==> src/rtl/fifo_wr_arbiter.sv <==
// Round-robin, credit-gated arbiter for the shared FIFO write port.
// Define FIFO_ARB_WRACK_CHK_EN to enable the sticky write-ack checker.
module fifo_wr_arbiter #(
  parameter int FIFO_WIDTH = 16,
  parameter int FIFO_DEPTH = 8,
  parameter int NUM_REQ    = 4
) (
  input  logic                              clk,
  input  logic                              rst_n,
  input  logic [NUM_REQ-1:0]                req_valid,
  input  logic [NUM_REQ*FIFO_WIDTH-1:0]     req_data,
  output logic [NUM_REQ-1:0]                req_ready,
  output logic [FIFO_WIDTH-1:0]             fifo_data_in,
  output logic                              fifo_wr_en,
  input  logic                              fifo_wr_ack,
  input  logic                              fifo_rd_en,
  input  logic                              fifo_empty,
  output logic [$clog2(NUM_REQ)-1:0]        grant_id,
  output logic [$clog2(FIFO_DEPTH+1)-1:0]   credits,
  output logic                              ack_err
);

  localparam int IW = $clog2(NUM_REQ);
  localparam int CW = $clog2(FIFO_DEPTH + 1);
  localparam logic [CW-1:0] DEPTH_C = CW'(FIFO_DEPTH);
  localparam logic [IW:0]   NREQ_C  = (IW+1)'(NUM_REQ);

  logic [IW-1:0]         rr_ptr;
  logic [IW-1:0]         gnt_idx;
  logic                  found;
  logic [IW:0]           sum;
  logic                  rd_ok;
  logic [FIFO_WIDTH-1:0] req_arr [NUM_REQ];

  for (genvar g = 0; g < NUM_REQ; g++) begin : g_slice
    assign req_arr[g] = req_data[g*FIFO_WIDTH +: FIFO_WIDTH];
  end

  assign rd_ok = fifo_rd_en && !fifo_empty;

  // Search upward from rr_ptr, wrapping, for the first valid requester.
  always_comb begin
    req_ready = '0;
    gnt_idx   = '0;
    found     = 1'b0;
    sum       = '0;
    if (rst_n && credits != '0) begin
      for (int k = 0; k < NUM_REQ; k++) begin
        sum = {1'b0, rr_ptr} + (IW+1)'(k);
        if (sum >= NREQ_C) sum = sum - NREQ_C;
        if (!found && req_valid[sum[IW-1:0]]) begin
          found   = 1'b1;
          gnt_idx = sum[IW-1:0];
        end
      end
      if (found) req_ready[gnt_idx] = 1'b1;
    end
  end

  always_ff @(posedge clk or negedge rst_n) begin
    if (!rst_n) begin
      credits      <= DEPTH_C;
      rr_ptr       <= '0;
      fifo_wr_en   <= 1'b0;
      fifo_data_in <= '0;
      grant_id     <= '0;
    end else begin
      fifo_wr_en <= found;
      if (found) begin
        fifo_data_in <= req_arr[gnt_idx];
        grant_id     <= gnt_idx;
        rr_ptr       <= (gnt_idx == IW'(NUM_REQ-1)) ?
                        '0 : gnt_idx + IW'(1);
      end
      // A read and a write in the same cycle cancel out.
      unique case (1'b1)
        (found && !rd_ok):
          credits <= credits - CW'(1);
        (rd_ok && !found && credits != DEPTH_C):
          credits <= credits + CW'(1);
        default: ;
      endcase
    end
  end

`ifdef FIFO_ARB_WRACK_CHK_EN
  logic [1:0] wr_sh;
  logic       err_q;

  always_ff @(posedge clk or negedge rst_n) begin
    if (!rst_n) begin
      wr_sh <= '0;
      err_q <= 1'b0;
    end else begin
      wr_sh <= {wr_sh[0], fifo_wr_en};
      if (wr_sh[1] && !fifo_wr_ack) err_q <= 1'b1;
    end
  end

  assign ack_err = err_q;
`else
  logic unused_wr_ack;
  assign unused_wr_ack = fifo_wr_ack;
  assign ack_err       = 1'b0;
`endif

endmodule

==> config.mk <==
export PLATFORM = sky130hd
export DESIGN_NAME = fifo_wr_arbiter
export DESIGN_NICKNAME = d
export VERILOG_FILES = /design/src/rtl/fifo_wr_arbiter.sv
export SDC_FILE = /design/constraint.sdc
export NUM_CORES = 1
export LEC_CHECK = 0
export BUFFER_PORTS_ARGS = -buffer_cell sky130_fd_sc_hd__clkbuf_2
export CELL_PAD_IN_SITES_DETAIL_PLACEMENT = 1
export CELL_PAD_IN_SITES_GLOBAL_PLACEMENT = 1
export CORE_MARGIN = 2
export CORE_UTILIZATION = 35
export DETAILED_ROUTE_END_ITERATION = 8
export PLACE_DENSITY = 0.95
export SYNTH_ARGS = -nofsm -noshare
export SYNTH_HDL_FRONTEND = slang
export SYNTH_SLANG_ARGS = --single-unit
export TNS_END_PERCENT = 20
==> constraint.sdc <==
create_clock -name clk -period 4.1 [get_ports clk]
set_input_delay 0.205 -clock clk [delete_from_list [all_inputs] [get_ports clk]]
set_output_delay 0.205 -clock clk [all_outputs]
set_load 0.03 [all_outputs]
==> impl_metrics.py <==
metrics = {
    "status": {
        "status": "completed",
    },
    "placed_design": {
        "placed_cell_area_um2": 2350,
        "numPortBuffers": 98,
        "dpl.hpwl_um": 4560,
        "globalplace.congestion": 0.803,
    },
    "setup_path": {
        "max_stage_delay_ps": 570,
        "critical_path_peak_fanout": 26,
        "critical-path-top-cell-by-count": "clkbuf_2",
        "setup.reg_to_reg.worst_slack_ps": 1540,
        "worst_setup_path_startpoint": "rst_n",
        "cp.required_ps": 3890,
        "rr_worst_depth": 9,
        "crit_path_end_kind": "primary output",
        "path_cells": "dlygate4sd3_1, clkbuf_2, o41a_1, nand2b_1, buf_4, nor3_1, clkbuf_2",
        "cp_num_buf_inv": 4,
        "setup_crit_start_kind": "primary input",
        "crit_cells": 7,
        "critical_path.top_delay_family": "buffers and inverters",
        "cp-endpoint": "req_ready[0]",
        "capture_instance_of_the_worst_register_to_register_path": "credits[3]",
        "timing.critical_path.arrival_ps": 2950,
        "worst_path_max_delay_cell": "clkbuf_2",
        "critical_path_class": "primary input to primary output",
        "timing.rr.start": "credits[0]",
    },
    "cts": {
        "post_cts.repair.setup_buffers": 0,
        "cts_tree": "done",
        "post_cts.resized_instances": 0,
        "worstSkewPairLatency_ps": 280,
        "cts_sinks": 25,
        "cts_root_buffer": "clkbuf_8",
        "cts_max_level": 1,
        "clk_path_buf_depth": 2,
        "clkTransAtPathRegs_ps": 110,
        "cts_hold_buf": 1,
        "number_of_buffers_created_by_cts": 3,
    },
    "drt": {
        "vias": 1945,
        "drt.antenna.violating_nets": 0,
        "remaining_drc_errors": 0,
        "routed_wire_length_per_instance_um": 17.6,
        "dr.pass1.iters": 4,
        "drt_iter0_drc": 86,
        "detail_route.wirelength_um": 6200,
        "vias_per_cell": 5.53,
    },
    "die": {
        "floorplan.initialDensity": 0.366,
        "io_pins": 101,
        "core_area_um2": 5170,
        "fp.dieArea_um2": 6010,
        "die_h_um": 77.5,
        "die_width_um": 77.5,
        "site_row_count": 26,
    },
    "timing": {
        "clock-skew-final_ps": 9.30,
        "timing.slew.headroom": 0.342,
        "max_freq_ghz": 0.317,
        "finalHoldViolCount": 0,
        "rsz0062_at_grt": "no",
        "setup_viol_count_final": 0,
        "period_share": 0.769,
        "final_max_slew_viol_count": 0,
        "worst_slew_pin_slew_ps": 987,
        "setup-tns-final_ps": 0,
        "period_needed_ps": 3150,
    },
    "synthesis": {
        "synth_enable_flop_cells": 0,
        "async_flop_share": 1.00,
        "synth_fp_nets": 273,
        "synth.yosys.warnings": 0,
        "synth_seq_cells": 25,
        "avgSynthCellArea_um2": 9.60,
        "postSynth.topFlopCell": "dfrtp_1",
        "top_cells_by_area_synth": "dfrtp_1 (32%), mux2i_1 (8.5%), a211o_1 (7.4%), o211ai_1 (6.4%), o31ai_1 (6.4%)",
        "synthCells": 197,
        "syn_std_cell_area_um2": 1890,
        "ys_seq_area_frac": 0.332,
        "synth_top_area_frac": 0.318,
        "synthDistinctLibCells": 44,
        "post-synth-top-area-cell": "dfrtp_1",
    },
    "global_routing": {
        "grt_antenna_before_repair": 0,
        "grt_overflow": 0,
        "pin_count_of_the_biggest_net_entering_global_routing": 27,
        "grt_first_pass_wirelength_um": 10300,
        "vias_in_the_first_global_route": 2142,
        "grt_util_all_layers": 0.212,
    },
    "job": {
        "max_cap_violations": 0,
    },
    "layout": {
        "area_used_by_multi_input_combinational_logic_um2": 1120,
        "antenna_cells_inserted": 0,
        "area.sequential_um2": 627,
        "num-nets-final": 359,
        "drive_above_1_share": 0.411,
        "postLayoutCellArea_um2": 2410,
        "flow.area_growth_from_synthesis_pct": 27.4,
        "filler_cell_count": 656,
    },
    "pwr": {
        "static-leakage-power_nw": 1.18,
        "power_density_nw_per_um2": 699,
        "max-vdd-ir-drop_v": 0.000402,
    },
    "hold_path": {
        "hp-class": "primary input to flop",
    },
}
-- sequential cells by signal, indices dropped and copies added, names as in the netlist --
name	flops
credits	4
grant_id	2
fifo_data_in	16
rr_ptr	2
fifo_wr_en	1
-- cell families (layout without fill, tap and decap cells) --
group / count (synthesis) / in the layout / synth area share
xor+xnor: 3 / 3 / 0.0139
other cells: 1 / 1 / 0.00198
mux: 19 / 19 / 0.113
simple gates: 58 / 58 / 0.160
compound gates: 66 / 66 / 0.278
fa+ha+maj: 3 / 3 / 0.0238
buf+inv: 22 / 107 / 0.0781
flops: 25 / 25 / 0.332
-- worst min path at each step --
stage,start,to,slack (ps),cells past startpoint
2_1_floorplan,rst_n,credits[0],-90,0
3_3_place_gp,rst_n,fifo_data_in[15],270,1
3_5_place_dp,rst_n,fifo_data_in[15],280,1
4_1_cts,req_data[6],fifo_data_in[6],250,3
5_1_grt,req_data[6],fifo_data_in[6],260,3
6_report,req_data[14],fifo_data_in[14],240,3
-- power breakdown --
group	internal (mW)	total, mW	switching (mW)
sequential	0.367	0.474	0.107
clock	0.0691	0.161	0.0920
combinational	0.373	1.05	0.675
total	0.810	1.68	0.873
-- final cells by class --
class,count,share of cell area
inverters,2,0.00312
repair buffers,101,0.214
multi-input cells,150,0.466
well taps,70,0.0364
clock buffers,3,0.0171
flip-flops and latches,25,0.260
clock inverters,1,0.00312
-- placed cells by master, fill, tap and decap left out, types with 5 or more instances in the layout --
| cell | count |
|---|---|
| mux2i_1 | 16 |
| dfrtp_1 | 24 |
| nand4_1 | 16 |
| o211ai_1 | 16 |
| a211o_1 | 16 |
| clkbuf_2 | 98 |
| nor2_1 | 5 |
| o31ai_1 | 16 |
| nand2_1 | 23 |
-- layer usage --
layer,share of wire,track usage,wire length (µm)
met5,0,0,0
met4,0.017,0.0661,108
met3,0.058,0.0267,361
met2,0.50,0.388,3080
met1,0.43,0.257,2660
-- cell usage after synthesis (2+ instances only) --
cell / number
dfrtp_1: 24
nand2_1: 23
a211o_1: 16
mux2i_1: 16
nand4_1: 16
o211ai_1: 16
o31ai_1: 16
buf_4: 9
buf_2: 7
nor2_1: 5
a21oi_1: 3
buf_6: 3
nand2b_1: 3
nor3_1: 3
a21o_1: 2
ha_1: 2
inv_2: 2
mux2_4: 2
o21a_1: 2
o21ai_1: 2
xnor2_1: 2
-- worst register-to-register path, delay by kind of cell (launching register included) --
family / cells / cell delay [ps]
and+or+nand+nor: 3 / 590
AOI/OAI and AO/OA: 5 / 1100
adders and majority gates: 1 / 310
DFF: 1 / 490
-- through the flow --
stage,setup WS (ps),hold WS (ps),instances,util,power (mW)
2_1_floorplan,1840,-90.6,197,-,1.28
6_report,947,241,352,0.466,1.68
3_5_place_dp,1300,284,347,0.454,1.53
4_1_cts,876,246,352,0.466,1.69
3_3_place_gp,1470,271,347,0.454,1.48
5_1_grt,633,260,352,0.466,1.80
No activity file was read; power rests on OpenSTA's default activity.
